**src/rtl/magcompare_seq128_if.sv**
```systemverilog
// Operand/result handshake bundle for magcompare_seq128.
// The master side supplies the operands and consumes the result. The slave side is the comparator.
interface magcompare_seq128_if #(
  parameter int unsigned WIDTH = 128
);
  logic             InValid;
  logic             InReady;
  logic [WIDTH-1:0] A;
  logic [WIDTH-1:0] B;
  logic             OutValid;
  logic             OutReady;
  logic             EQ;
  logic             LT;
  logic             LTu;
  logic             Busy;

  modport master (
    output InValid, A, B, OutReady,
    input  InReady, OutValid, EQ, LT, LTu, Busy
  );

  modport slave (
    input  InValid, A, B, OutReady,
    output InReady, OutValid, EQ, LT, LTu, Busy
  );
endinterface

```
**src/rtl/magcompare_seq128.sv**
```systemverilog
// Iterative MSB-first magnitude comparator.
// It scans DIGIT bits per cycle from the top digit down and reports EQ, signed LT and unsigned LTu.
// Optional build macro: MAGCMP_EARLY_EXIT_EN. When it is defined, the scan stops at the first
// differing digit. When it is undefined, the scan always runs down to digit 0.
module magcompare_seq128 #(
  parameter int unsigned WIDTH = 128,
  parameter int unsigned DIGIT = 2
) (
  input logic              clk,
  input logic              reset,
  magcompare_seq128_if.slave bus
);

  localparam int unsigned NumDigits = WIDTH / DIGIT;
  localparam int unsigned IdxW      = (NumDigits > 1) ? $clog2(NumDigits) : 1;
  localparam logic [IdxW-1:0] TopIdx = IdxW'(NumDigits - 1);

  typedef enum logic [1:0] {StIdle, StScan, StDone} state_e;

  state_e           state_q, state_d;
  logic [IdxW-1:0]  idx_q, idx_d;
  logic [WIDTH-1:0] a_q, a_d, b_q, b_d;
  logic             decided_q, decided_d;
  // Working flags that are recorded at the first differing digit.
  logic             wlt_q, wlt_d, wltu_q, wltu_d;
  // Published result. It holds its value until the next result is written.
  logic             eq_q, eq_d, lt_q, lt_d, ltu_q, ltu_d;

  logic [DIGIT-1:0] ad, bd, ads, bds;
  logic             diff, ltu_now, lt_now, last;

  // Compare the current digit.
  // The top digit uses a sign-inverted compare so that it gives the two's-complement ordering.
  always_comb begin
    ad           = a_q[idx_q*DIGIT +: DIGIT];
    bd           = b_q[idx_q*DIGIT +: DIGIT];
    ads          = ad;
    bds          = bd;
    ads[DIGIT-1] = ~ad[DIGIT-1];
    bds[DIGIT-1] = ~bd[DIGIT-1];
    diff         = (ad != bd);
    ltu_now      = (ad < bd);
    lt_now       = (idx_q == TopIdx) ? (ads < bds) : ltu_now;
  end

  // Determine when the scan ends.
  always_comb begin
`ifdef MAGCMP_EARLY_EXIT_EN
    last = (idx_q == '0) || (diff && !decided_q);
`else
    last = (idx_q == '0);
`endif
  end

  // Compute the next state, the operand capture and the result recording.
  always_comb begin
    state_d   = state_q;
    idx_d     = idx_q;
    a_d       = a_q;
    b_d       = b_q;
    decided_d = decided_q;
    wlt_d     = wlt_q;
    wltu_d    = wltu_q;
    eq_d      = eq_q;
    lt_d      = lt_q;
    ltu_d     = ltu_q;
    unique case (state_q)
      StIdle: begin
        if (bus.InValid) begin
          a_d       = bus.A;
          b_d       = bus.B;
          idx_d     = TopIdx;
          decided_d = 1'b0;
          state_d   = StScan;
        end
      end
      StScan: begin
        if (idx_q != '0) idx_d = idx_q - 1'b1;
        if (diff && !decided_q) begin
          decided_d = 1'b1;
          wlt_d     = lt_now;
          wltu_d    = ltu_now;
        end
        if (last) begin
          eq_d    = ~decided_d;
          lt_d    = decided_d & wlt_d;
          ltu_d   = decided_d & wltu_d;
          state_d = StDone;
        end
      end
      StDone: begin
        if (bus.OutReady) state_d = StIdle;
      end
      default: state_d = StIdle;
    endcase
  end

  // Update the state registers. An asynchronous reset aborts any operation in progress.
  always_ff @(posedge clk or posedge reset) begin
    if (reset) begin
      state_q   <= StIdle;
      idx_q     <= '0;
      a_q       <= '0;
      b_q       <= '0;
      decided_q <= 1'b0;
      wlt_q     <= 1'b0;
      wltu_q    <= 1'b0;
      eq_q      <= 1'b0;
      lt_q      <= 1'b0;
      ltu_q     <= 1'b0;
    end else begin
      state_q   <= state_d;
      idx_q     <= idx_d;
      a_q       <= a_d;
      b_q       <= b_d;
      decided_q <= decided_d;
      wlt_q     <= wlt_d;
      wltu_q    <= wltu_d;
      eq_q      <= eq_d;
      lt_q      <= lt_d;
      ltu_q     <= ltu_d;
    end
  end

  // Drive the outputs. They are decoded directly from the state and result registers.
  always_comb begin
    bus.InReady  = (state_q == StIdle);
    bus.Busy     = (state_q == StScan);
    bus.OutValid = (state_q == StDone);
    bus.EQ       = eq_q;
    bus.LT       = lt_q;
    bus.LTu      = ltu_q;
  end

endmodule

```
**src/flat_wrapper.sv**
```systemverilog
// flat-port wrapper written by rule: the top's interface ports become plain ports
module magcompare_seq128_flat 
#(
  parameter int unsigned WIDTH = 128,
  parameter int unsigned DIGIT = 2
)
  (clk, reset, bus_InValid, bus_A, bus_B, bus_OutReady, bus_InReady, bus_OutValid, bus_EQ, bus_LT, bus_LTu, bus_Busy);
  magcompare_seq128_if #(.WIDTH(WIDTH)) bus_i ();
  input logic clk;
  input logic reset;
  input wire logic [$bits(bus_i.InValid)-1:0] bus_InValid;
  input wire logic [$bits(bus_i.A)-1:0] bus_A;
  input wire logic [$bits(bus_i.B)-1:0] bus_B;
  input wire logic [$bits(bus_i.OutReady)-1:0] bus_OutReady;
  output wire logic [$bits(bus_i.InReady)-1:0] bus_InReady;
  output wire logic [$bits(bus_i.OutValid)-1:0] bus_OutValid;
  output wire logic [$bits(bus_i.EQ)-1:0] bus_EQ;
  output wire logic [$bits(bus_i.LT)-1:0] bus_LT;
  output wire logic [$bits(bus_i.LTu)-1:0] bus_LTu;
  output wire logic [$bits(bus_i.Busy)-1:0] bus_Busy;
  assign bus_i.InValid = bus_InValid;
  assign bus_i.A = bus_A;
  assign bus_i.B = bus_B;
  assign bus_i.OutReady = bus_OutReady;
  assign bus_InReady = bus_i.InReady;
  assign bus_OutValid = bus_i.OutValid;
  assign bus_EQ = bus_i.EQ;
  assign bus_LT = bus_i.LT;
  assign bus_LTu = bus_i.LTu;
  assign bus_Busy = bus_i.Busy;
  magcompare_seq128 #(.WIDTH(WIDTH), .DIGIT(DIGIT)) u_core (.clk(clk), .reset(reset), .bus(bus_i));
endmodule
```
**config.mk**
```make
export PLATFORM = sky130hd
export DESIGN_NAME = magcompare_seq128_flat
export DESIGN_NICKNAME = d
export VERILOG_FILES = /design/src/rtl/magcompare_seq128_if.sv /design/src/rtl/magcompare_seq128.sv /design/src/flat_wrapper.sv
export SDC_FILE = /design/constraint.sdc
export NUM_CORES = 1
export LEC_CHECK = 0
export ABC_AREA = 1
export CORE_UTILIZATION = 45
export CTS_BUF_LIST = sky130_fd_sc_hd__clkbuf_8
export DETAILED_ROUTE_END_ITERATION = 6
export PLACE_DENSITY = 0.71
export SETUP_SLACK_MARGIN = 0.1
export SKIP_LAST_GASP = 1
export SLEW_MARGIN = 20
export SYNTH_ARGS = -nofsm -noshare
export SYNTH_HDL_FRONTEND = slang
export SYNTH_SLANG_ARGS = --single-unit
```
**constraint.sdc**
```tcl
create_clock -name clk -period 17.9 [get_ports clk]
set_input_delay 3.58 -clock clk [delete_from_list [all_inputs] [get_ports clk]]
set_output_delay 3.58 -clock clk [all_outputs]
set_load 0.01 [all_outputs]
```
==> results.md, run 1 <==
Detailed routing:
- After the first detailed-routing iteration, the DRC count stood at between 900 and 1000.
- The ratio of routed vias to standard cells is 4.96.
- The first TritonRoute pass finished after 6 iterations.
- The detailed-route via count is 11800.
- After detailed routing, the average wire length per cell comes to around 16 um.
- The DRC violations left is 0.
- The final layout contains routed wiring with a total length of 37200 um.
- The count of nets left with antenna violations once routing finished came out at 0.

Timing:
- The final count of pins violating max slew came to 0.
- The worst path needs ~6.9 ns of the cycle, external delays included.
- The transition time of the tightest slew-check pin is 1.04 ns.
- Setup violations remaining at the end of the flow were counted as 0.
- The hold violation count in the final report came to 0.
- The worst pin sits at a relative slew slack of between 30 and 40%.
- The setup total negative slack is 0 ns.
- Setup repair after global routing left no endpoint under its margin.
- The post-route clock period utilization is a little under two fifths.
- The worst clock skew is ~0.014 ns.
- For this run, the top clock speed supported by timing is ~150 MHz.

Critical path:
- STA classifies the critical path endpoint as a flip-flop.
- The arrival time of the worst setup path is about 7.3 ns.
- The peak fanout along the critical path is 142.
- The worst setup path is launched from an input pin.
- Across all register-to-register paths, the minimum setup slack is approximately 14 ns.
- At the worst endpoint, the required time is approximately 18 ns.
- The type of the worst setup path is input pin to flip-flop.

Synthesis:
- The share of flip-flops with an asynchronous set or reset after synthesis is between 90% and 100%.
- The cell type contributing the most total cell area after synthesis is sky130_fd_sc_hd__dfrtp_1.
- The mapped netlist covers between 10000 and 15000 um^2.
- The primary flip-flop cell chosen by synthesis mapping is sky130_fd_sc_hd__dfrtp_1.
- Yosys mapped a number of flops with a built-in enable equal to 0.
- The number of nets in the synthesized netlist is 2004.
- The synthesized design contains 270 register bits.
- In the synthesized netlist, the cells that appear most often are sky130_fd_sc_hd__nand2_1 (761), sky130_fd_sc_hd__dfrtp_1 (270), sky130_fd_sc_hd__nand3_1 (159).
- The number of warning messages in the yosys log is 0.
- Yosys mapped the design onto 31 distinct sky130hd cell types.
- After technology mapping, the gate count stands at 1738.
- Sorting the synthesized cells by area gives the leading types as sky130_fd_sc_hd__dfrtp_1 (52%), sky130_fd_sc_hd__nand2_1 (22%), sky130_fd_sc_hd__nand3_1 (6.1%).
- For this run, the register share of the synthesized area comes to approximately half.
- The cell with the most instances after synthesis is sky130_fd_sc_hd__nand2_1.
- Averaged over all synthesized cells, the footprint is 7.54 um^2.
- Summed over its instances, the top area cell type makes up around 52% of the synthesized netlist area.

Placement:
- Input and output buffers added on the ports amount to about 270.
- After detailed placement, the total cell area comes to ~16000 um^2.
- Summed over all nets, the half-perimeter wirelength after detailed placement is around 24000 um.
- The global placement routability congestion is 0.814.

Clock tree:
- The clock-pin slew on the worst setup and hold paths is 0.06 ns.
- The number of clock buffers added by TritonCTS is 47.
- The number of H-tree branching levels is 2.
- The clock reaches the later pin of the worst-skew pair after 0.56 ns.
- TritonCTS built the clock tree.
- The clock root buffer master is sky130_fd_sc_hd__clkbuf_8.
- The number of buffers inserted for hold repair after clock tree synthesis is 0.
- No sink is reached through more buffers than the 3 on the longest clock path.
- The quantity of gates resized following cts is 0.
- The number of buffers inserted by post-CTS setup repair is 0.
- For this design, the sink count on the clock tree is 270.

Floorplanning:
- The die outline area is about 30000 um^2.
- In this run the vertical extent of the chip is between 150 and 200 um.
- In this run the horizontal extent of the chip is about 170 um.
- The total area inside the core boundary comes to ~29000 um^2.
- Once the floorplan was initialized, standard cells occupied a little under half of the core.
- The I/O pin count is 266.
- The floorplan has a little over 60 rows.

Global route:
- The number of antenna violations at the first check in global routing is 0.
- After global routing the overflow that remains totals 0.
- The number of global-route vias before repair came to 11400.
- The global-route usage over all layers is 25.1%.
- The first global-routing pass estimated ~60000 um of wire.
- The largest net degree at the start of global routing is approximately 140.

Layout:
- The share of cells above drive strength 1 is under 10%.
- The area taken by multi-input logic gates is just over 5000 um^2.
- The area growth from synthesis to layout is 27.8%.
- The number of antenna diodes in the final layout is 0.
- With fillers left out, the area of the finished cells amounts to 16800 um^2.
- In the final layout, flip-flops and latches occupy between 6000 and 7000 um^2.
- The count of filler cells inserted in the layout is roughly 2600.
- The final-stage net count is 2222.

Min path:
- The min-delay analysis places its worst path in the category flip-flop to flip-flop.

Status:
- The flow ran to the end, and the final reports show no timing, DRC or antenna violations.

Pwr:
- After layout, the design draws a total of about 0.0028 W.
- The static power due to leakage is ~8.2 nW.
- The worst-case vdd ir drop is about 74 uV.
- The power density over the cells is around 160 nW/um^2.

Flow run:
- Across the run, the number of max-cap violations was 0.
[cells in the final DEF, fill, tap and decap left out, types with 2 or more instances in the layout]
cell / count
sky130_fd_sc_hd__o31ai_1: 2
sky130_fd_sc_hd__a21oi_1: 26
sky130_fd_sc_hd__nor2_4: 2
sky130_fd_sc_hd__clkinv_2: 4
sky130_fd_sc_hd__dfrtp_1: 268
sky130_fd_sc_hd__nor2_1: 71
sky130_fd_sc_hd__o211ai_1: 16
sky130_fd_sc_hd__clkinv_4: 2
sky130_fd_sc_hd__dfrtp_4: 2
sky130_fd_sc_hd__inv_2: 6
sky130_fd_sc_hd__nand3_1: 159
sky130_fd_sc_hd__o21ai_1: 12
sky130_fd_sc_hd__nand2_2: 4
sky130_fd_sc_hd__clkbuf_8: 63
sky130_fd_sc_hd__buf_4: 11
sky130_fd_sc_hd__inv_8: 2
sky130_fd_sc_hd__o21ai_0: 144
sky130_fd_sc_hd__nand2_1: 761
sky130_fd_sc_hd__ha_1: 6
sky130_fd_sc_hd__o211ai_2: 2
sky130_fd_sc_hd__clkdlybuf4s50_1: 265
sky130_fd_sc_hd__inv_1: 152
[final timing paths]
path / start / endpoint / cells after the start
setup / recovery: bus_InValid / u_core.a_q[39] / 6
hold / removal: u_core.b_q[16] / u_core.b_q[16] / 2
setup reg to reg: u_core.state_q[0] / u_core.a_q[39] / 6
hold reg to reg: u_core.b_q[16] / u_core.b_q[16] / 2
max in group asynchronous: reset / u_core.idx_q[0] / 3
min in group asynchronous: reset / u_core.a_q[98] / 2
[where the power goes]
group | switching [W] | internal (W)
Combinational | 0.000688 | 0.000406
Clock | 0.000255 | 0.000329
Sequential | 0.000174 | 0.000912
[cell type report]
class | count | share of cell area (%)
Tap cell | 384 | 2.87
Sequential cell | 270 | 40.4
Inverter | 146 | 3.38
Multi-Input combinational cell | 1214 | 30.9
Clock buffer | 63 | 5.18
Clock inverter | 23 | 0.784
Timing Repair Buffer | 277 | 16.5
[flip-flops by register name, indices dropped and copies added (netlist names)]
signal            cells
u_core.b_q          128
u_core.state_q        2
u_core.wlt_q          1
u_core.idx_q          6
u_core.bus.LTu        1
u_core.a_q          128
u_core.decided_q      1
u_core.bus.EQ         1
u_core.bus.LT         1
u_core.wltu_q         1
[cell families after synthesis]
| logic type | share of synthesized area [%] |
|---|---|
| AOI/OAI and AO/OA | 8.22 |
| buffers and inverters | 8.94 |
| DFF | 51.5 |
| and+or+nand+nor | 30.7 |
| adders and majority gates | 0.573 |
[metrics by stage]
step	util [%]	hold slack (ns)	instances	setup WS [ns]
global route	58.4	0.487	2377	10.71
floorplan	-	0.442	1738	6.88
detailed placement	54.8	0.461	2290	10.49
finish	58.4	0.476	2377	11.03
global placement	54.8	0.456	2290	10.61
CTS	58.3	0.477	2376	11.06
[routing by layer]
metal,GRT usage [%],wire (um),vias to the layer above
met5,0,0,-
met3,4.13,2480,63
met1,36.1,17000,5458
met2,39.1,16900,414
li1,-,-,5852
met4,6.97,808,0
[worst max-delay path, cell delays in order]
cell and delay (ns):
sky130_fd_sc_hd__clkdlybuf4s50_1 0.52, sky130_fd_sc_hd__nand2_4 0.34, sky130_fd_sc_hd__inv_8 0.64, sky130_fd_sc_hd__buf_4 0.91
sky130_fd_sc_hd__buf_4 0.91, sky130_fd_sc_hd__o21ai_0 0.20
Power figures use the tool's default switching activity.
==> inputs of run 2 (changes only) <==
==> constraint.sdc (replaced) <==
create_clock -name clk -period 6.45 [get_ports clk]
set_input_delay 1.29 -clock clk [delete_from_list [all_inputs] [get_ports clk]]
set_output_delay 1.29 -clock clk [all_outputs]
set_load 0.01 [all_outputs]
==> results.md, run 2 (same netlist as run 1, synthesis figures left out) <==
Pwr:
- The fraction of power spent switching nets is 40.6% (+0.17 points).
- The internal power consumption is 0.00455 W (+180%).
- The sequential power share is 38.8% (-0.5 points).
- The combinational power share is 40.7% (+1.1 points).
- The static power due to leakage is 8.18 nW (-0.13%).
- The worst-case vdd ir drop is 178 uV (+140%).
- The net load switching power is 0.00311 W (+180%).
- The power density over the cells is 458 nW/um^2 (+180%).
- The clock network power share is 20.4% (-0.7 points).

Timing:
- The transition time of the tightest slew-check pin came to 1.01 ns (-0.0368 ns).
- The setup total negative slack is 0 ns (unchanged).
- The setup-violating endpoint count in the final report is 0 (unchanged).
- The final critical-path setup slack is 2.65 ns (-8.38 ns).
- The hold violation count in the final report is 0 (unchanged).
- Setup repair after global routing left no endpoint under its margin.
- The post-route clock period utilization is between 50% and 60%.
- The worst clock skew is 0.0161 ns (+0.00223 ns).
- The worst hold margin was 0.474 ns (-0.00140 ns).
- The final count of pins violating max slew is 0 (unchanged).
- The time the worst path needs with I/O delays and setup is between 3 and 4 ns.
- The upper clock frequency limit is about 260 MHz.
- The headroom to the max-slew limit is 32.9% (+2.5 points).

Global route:
- The number of antenna violations at the first check in global routing is 1 (+1).
- The global-route usage over all layers came to 25.2% (+0.17 points).
- The first-pass GRT wire length was 60700 um (+1.2%).
- The global routing usage on met2 was 38.5% (-0.66 points).
- The met1 usage is 36.6% (+0.53 points).
- The routing usage on met3 came to 4.66% (+0.53 points).
- The number of global-route vias before repair is 11600 (+1.8%).
- The largest net degree at the start of global routing is 202 (+41%).
- The total global routing overflow came to 0 (unchanged).
- The layer with the highest usage is met2.

Layout:
- The total non-filler cell area in the finished layout came to 16700 um^2 (about the same).
- The most common cell after layout, fill and taps aside is sky130_fd_sc_hd__nand2_1.
- The share of cells above drive strength 1 came to 5.13% (-0.24 points).
- The largest registers in the layout are u_core.a_q x128, u_core.b_q x128, u_core.idx_q x6.
- In the layout the commonest cells are sky130_fd_sc_hd__nand2_1 (761), sky130_fd_sc_hd__dfrtp_1 (268), sky130_fd_sc_hd__clkdlybuf4s50_1 (265).
- The final-stage net count came to 2222 (unchanged).
- The area growth from synthesis to layout came to 27.7% (about the same).
- The post-route core utilization came to 58.3% (about the same).

Detailed routing:
- The number of iterations in the first detailed-routing pass is 6 (unchanged).
- The ratio of routed vias to standard cells is 4.99 (+0.72%).
- The remaining antenna violation count is 0 (unchanged).
- The detailed-route via count is 11900 (+0.64%).
- The average wire per standard cell is 15.7 um (+0.46%).
- The DRC violations left is 0 (unchanged).
- The routed wire length is 37400 um (+0.38%).
- The DRC marker count from the first detailed-route iteration is 1077 (+10%).

Placement:
- The post-detailed-placement cell area is 15800 um^2 (+0.14%).
- The pre-CTS worst setup slack was 2.40 ns (-8.09 ns).
- The count of buffers inserted at the top-level ports was 265 (unchanged).
- The global placement routability congestion is 0.802 (-1.5%).
- The placed wire-length estimate after detailed placement was 23700 um (+0.14%).

Floorplanning:
- The initial core utilization is 45.7% (unchanged).
- The placeable core region is 28700 um^2 (unchanged).
- The chip width was 173 um (unchanged).
- The floorplan row count was 62 (unchanged).
- The die outline area is 29800 um^2 (unchanged).
- The I/O pin count is 266 (unchanged).
- The height of the chip was 173 um (unchanged).

Clock tree:
- The buffer levels on the longest clock path is 3 (unchanged).
- The number of buffers inserted by post-CTS setup repair came to 0 (unchanged).
- The clock sink count is 270 (unchanged).
- The TritonCTS clock tree is yes.
- The number of buffers added by the clock tree synthesis step is 47 (unchanged).
- The number of buffers inserted for hold repair after clock tree synthesis is 0 (unchanged).
- The clock root buffer master is sky130_fd_sc_hd__clkbuf_8.
- The quantity of gates resized following cts is 0 (unchanged).
- The clock-pin slew on the worst setup and hold paths is 0.06 ns (about the same).
- The clock latency of the later-clocked register in the worst-skew pair is 0.56 ns (about the same).
- The number of H-tree branching levels was 2 (unchanged).

Critical path:
- The slack of the worst reg-to-reg path is 2.65 ns (-11.19 ns).
- The critical path starts at u_core.idx_q[1].
- The peak fanout along the critical path was 33 (-77%).
- The critical path ends at u_core.bus.LTu.
- STA classifies the critical path startpoint as a flip-flop.
- In this run the critical register-to-register path is launched from u_core.idx_q[1].
- The endpoint identified for the worst register-to-register timing path is u_core.bus.LTu.
- The arrival time of the worst setup path is 4.26 ns (-3.00 ns).
- The critical path is of the flip-flop to flip-flop type.
- The capturing element type of the critical path is a flip-flop.
- The critical path required time is 6.90 ns (-11.39 ns).
- The cell count of the worst reg-to-reg path is 15 (+9).

Status:
- The run finished with clean final reports.

Min path:
- The start point of the worst min-delay path is u_core.b_q[36].
- The tightest min-delay check is of the flip-flop to flip-flop type.

Flow run:
- The number of max-cap violations is 0 (unchanged).
run 2: cell count changes in the layout (fill, tap and decap cells not counted), sizes merged:
| cell | previous run | this run |
|---|---|---|
| clkbuf | 63 | 64 |
| inv | 161 | 162 |
| diode | 0 | 1 |
| bufinv | 1 | 0 |
| clkinv | 6 | 2 |
run 2: worst max-delay path: stages, from the launching register on:
cell and delay [ns]:
sky130_fd_sc_hd__dfrtp_4 0.63, sky130_fd_sc_hd__inv_2 0.57, sky130_fd_sc_hd__buf_4 0.54, sky130_fd_sc_hd__nand3_1 0.14
sky130_fd_sc_hd__a21oi_1 0.44, sky130_fd_sc_hd__nor2_1 0.08, sky130_fd_sc_hd__nand2_1 0.08, sky130_fd_sc_hd__nand3_1 0.08
sky130_fd_sc_hd__nand2_2 0.11, sky130_fd_sc_hd__inv_2 0.03, sky130_fd_sc_hd__ha_1 0.33, sky130_fd_sc_hd__a21oi_1 0.23
sky130_fd_sc_hd__inv_1 0.06, sky130_fd_sc_hd__nand2_1 0.05, sky130_fd_sc_hd__o21ai_0 0.09, sky130_fd_sc_hd__o31ai_1 0.22
run 2: worst min path at each step:
stage / endpoint / slack, ns / cells past startpoint
after floorplan: u_core.wlt_q / 0.44 / 2
after global placement: u_core.wlt_q / 0.46 / 2
after detailed placement: u_core.b_q[36] / 0.46 / 2
after CTS: u_core.b_q[36] / 0.48 / 2
after global routing: u_core.b_q[98] / 0.50 / 2
final: u_core.b_q[36] / 0.47 / 2
run 2: layout make-up:
cell class | count | area (um^2)
sequential | 270 | 6760
tap | 384 | 480
inverter | 146 | 562
multi-input combinational | 1214 | 5180
clock inverter | 19 | 77.6
antenna | 1 | 2.50
fill | 2668 | 12000
clock buffer | 64 | 881
timing repair buffer | 277 | 2790
run 2: power by group through the flow:
stage / registers [W] / clock network (W) / logic, W
2_1_floorplan: 0.00281 / 0 / 0.00242
3_3_place_gp: 0.00297 / 0 / 0.00300
3_5_place_dp: 0.00300 / 0 / 0.00309
4_1_cts: 0.00297 / 0.00160 / 0.00311
5_1_grt: 0.00307 / 0.00168 / 0.00358
6_report: 0.00297 / 0.00157 / 0.00312
run 2: metal layers:
| metal | routed length, um | share of wire (%) | vias to the layer above |
|---|---|---|---|
| li1 | - | - | 5849 |
| met1 | 17000 | 45 | 5529 |
| met2 | 16800 | 45 | 424 |
| met3 | 2820 | 7.5 | 60 |
| met4 | 843 | 2.3 | 0 |
| met5 | 0 | 0 | - |
run 2: stage by stage:
stage	power (W)	std cells
floorplan	0.00523	1738
global placement	0.00597	2290
finish	0.00766	2375
detailed placement	0.00609	2290
global route	0.00833	2374
CTS	0.00768	2373
==> inputs of run 3 (changes only) <==
==> constraint.sdc (replaced) <==
create_clock -name clk -period 3.9 [get_ports clk]
set_input_delay 0.78 -clock clk [delete_from_list [all_inputs] [get_ports clk]]
set_output_delay 0.78 -clock clk [all_outputs]
set_load 0.01 [all_outputs]
==> results.md, run 3 (same netlist as run 1, synthesis figures left out) <==
Status:
- The run finished with clean final reports.

Pwr:
- The power density over the cells is 760 nW/um^2 (+66%).
- The static power due to leakage came to 8.24 nW (+0.76%).
- The worst-case vdd ir drop is 361 uV (+100%).

Timing:
- The hold violation count in the final report was 0 (unchanged).
- The setup total negative slack was 0 ns (unchanged).
- The time the worst path needs with I/O delays and setup came to 3.18 ns (-0.623 ns).
- The upper clock frequency limit came to 315 MHz (+20%).
- The transition time of the tightest slew-check pin is 0.911 ns (-0.0955 ns).
- The final critical-path setup slack is 0.722 ns (-1.93 ns).
- The worst clock skew came to 0.0146 ns (-0.00144 ns).
- Setup repair after global routing left no endpoint under its margin.
- The setup-violating endpoint count in the final report is 0 (unchanged).
- The headroom to the max-slew limit is 39.3% (+6.4 points).
- The final count of pins violating max slew is 0 (unchanged).
- The post-route clock period utilization is 81.5% (+23 points).
- The worst hold margin was 0.477 ns (+0.00279 ns).

Detailed routing:
- The DRC violations left is 0 (unchanged).
- The number of iterations in the first detailed-routing pass is 5 (-1).
- The ratio of routed vias to standard cells was 4.96 (-0.67%).
- The average wire per standard cell is 15.8 um (+0.50%).
- The remaining antenna violation count is 0 (unchanged).
- The routed wire length is 37700 um (+0.84%).
- The detailed-route via count is 11800 (-0.34%).
- The DRC marker count from the first detailed-route iteration is 1044 (-3.1%).

Clock tree:
- The number of buffers inserted by post-CTS setup repair is 0 (unchanged).
- The TritonCTS clock tree is yes.
- The number of H-tree branching levels came to 2 (unchanged).
- The clock sink count is 270 (unchanged).
- The number of buffers added by the clock tree synthesis step was 46 (-2.1%).
- The clock-pin slew on the worst setup and hold paths came to 0.06 ns (about the same).
- The clock root buffer master is sky130_fd_sc_hd__clkbuf_8.
- The number of buffers inserted for hold repair after clock tree synthesis is 0 (unchanged).
- The buffer levels on the longest clock path is 3 (unchanged).
- The quantity of gates resized following cts is 0 (unchanged).
- The clock latency of the later-clocked register in the worst-skew pair is 0.56 ns (about the same).

Layout:
- The non-filler instance count after layout came to 2383 (+0.34%).
- The count of filler cells inserted in the layout is 2628 (-1.5%).
- The share of cells above drive strength 1 is 5.46% (+0.33 points).
- The area taken by multi-input logic gates is 5180 um^2 (unchanged).
- The final-stage net count is 2228 (+0.27%).
- The area growth from synthesis to layout is 28.7%.
- In the layout the commonest cells are sky130_fd_sc_hd__nand2_1 (761), sky130_fd_sc_hd__dfrtp_1 (268), sky130_fd_sc_hd__clkdlybuf4s50_1 (265).
- The area of all sequential standard cells was 6760 um^2 (unchanged).
- The largest registers in the layout are u_core.a_q x128, u_core.b_q x128, u_core.idx_q x6.
- Leaving out fill and tap cells, the most frequent cell in the layout is sky130_fd_sc_hd__nand2_1.

Placement:
- The pre-CTS worst setup slack came to 0.745 ns (-1.66 ns).
- The global placement routability congestion is 0.831 (+3.6%).
- The placed wire-length estimate after detailed placement is 25000 um (+5.2%).
- The count of buffers inserted at the top-level ports is 265 (unchanged).
- The number of cells in the design after placement is 2298 (+0.35%).

Global route:
- The number of global-route vias before repair is 11600 (+0.18%).
- The number of antenna violations at the first check in global routing is 2 (+1).
- The total global routing overflow is 0 (unchanged).
- The largest net degree at the start of global routing is 162 (-20%).
- The global-route usage over all layers is 25.6% (+0.38 points).
- The first-pass GRT wire length is 61400 um (+1.2%).

Critical path:
- The highest cell delay on the worst timing path was 0.72 ns (+0.09 ns).
- Traced cell by cell, the critical path runs through nor2_4 > nand3_1 > nand2_1 > nor2_1 > nand2_1 > nand3_1 > nand2_2 > inv_2 > ha_1 > a21oi_1 > o21ai_0 > o31ai_1.
- The peak fanout along the critical path is 16 (-52%).
- The cell family with the largest share of critical-path delay is simple AND/OR/NAND/NOR gates.
- The nature of the critical path startpoint is a flip-flop.
- The number of buffers and inverters on the critical path came to 1 (-3).
- For this design, the slowest cell found on the critical path is sky130_fd_sc_hd__dfrtp_1.
- The type of the worst setup path is flip-flop to flip-flop.
- STA classifies the critical path endpoint as a flip-flop.
- The arrival time of the worst setup path is 3.64 ns (-0.62 ns).
- The critical path required time was 4.36 ns (-2.54 ns).

Floorplanning:
- The floorplan row count is 62 (unchanged).
- The height of the chip is 173 um (unchanged).
- The chip width came to 173 um (unchanged).
- The initial core utilization is 45.7% (unchanged).
- The I/O pin count was 266 (unchanged).
- The die outline area was 29800 um^2 (unchanged).
- The placeable core region came to 28700 um^2 (unchanged).

Min path:
- The path class of the tightest hold or removal check is flip-flop to flip-flop.

Flow run:
- The number of max-cap violations came to 0 (unchanged).
[run 3: changes by cell type in the layout (fill, tap and decap cells not counted), sizes merged]
cell / previous run / this run
clkinv: 2 / 3
buf: 12 / 19
clkbuf: 64 / 61
diode: 1 / 2
bufinv: 0 / 2
[run 3: worst reg2reg max path, stage by stage, from the launching register on]
cell and delay, ns:
sky130_fd_sc_hd__dfrtp_1 0.72, sky130_fd_sc_hd__nor2_4 0.59, sky130_fd_sc_hd__nand3_1 0.22, sky130_fd_sc_hd__nand2_1 0.14, sky130_fd_sc_hd__nor2_1 0.06, sky130_fd_sc_hd__nand2_1 0.05
sky130_fd_sc_hd__nand3_1 0.14, sky130_fd_sc_hd__nand2_2 0.14, sky130_fd_sc_hd__inv_2 0.03, sky130_fd_sc_hd__ha_1 0.33, sky130_fd_sc_hd__a21oi_1 0.26, sky130_fd_sc_hd__o21ai_0 0.16
sky130_fd_sc_hd__o31ai_1 0.24
[run 3: layer usage]
layer,vias up,part of all wire [%],global-route usage (%)
met5,-,0,0
met4,0,2.3,7.26
met3,66,6.6,4.11
met2,405,45,39.3
met1,5486,46,37.5
li1,5865,-,-
[run 3: path summary, 6_finish.rpt]
kind / start / cells after the start / slack [ns] / endpoint
max reg2reg: u_core.idx_q[3] / 12 / 0.72 / u_core.bus.LTu
min reg2reg: u_core.b_q[48] / 2 / 0.48 / u_core.b_q[48]
min in group asynchronous: reset / 2 / 0.64 / u_core.a_q[97]
max in group asynchronous: reset / 3 / 2.33 / u_core.idx_q[0]
min: u_core.b_q[48] / 2 / 0.48 / u_core.b_q[48]
max: u_core.idx_q[3] / 12 / 0.72 / u_core.bus.LTu
[run 3: metrics by stage]
| step | util, % | power (W) | area [um^2] |
|---|---|---|---|
| 3_5_place_dp | 55.3 | 0.0101 | 15900 |
| 6_report | 58.8 | 0.0128 | 16900 |
| 5_1_grt | 58.8 | 0.0139 | 16900 |
| 4_1_cts | 58.8 | 0.0128 | 16900 |
| 3_3_place_gp | 55.3 | 0.00995 | 15900 |
| 2_1_floorplan | - | 0.00866 | 13100 |
[run 3: cell type report]
cell class	instances	area share, %
well taps	384	2.85
clock buffers	61	4.98
flip-flops and latches	270	40.1
inverters	146	3.33
multi-input cells	1214	30.7
repair buffers	284	17.2
diodes	2	0.0297
clock inverters	22	0.823
[run 3: where the power goes]
group          switching [W]  total [W]  internal, W
sequential          0.000659    0.00485      0.00419
combinational        0.00337    0.00529      0.00193
clock                0.00116    0.00268      0.00152
total                0.00519     0.0128      0.00764
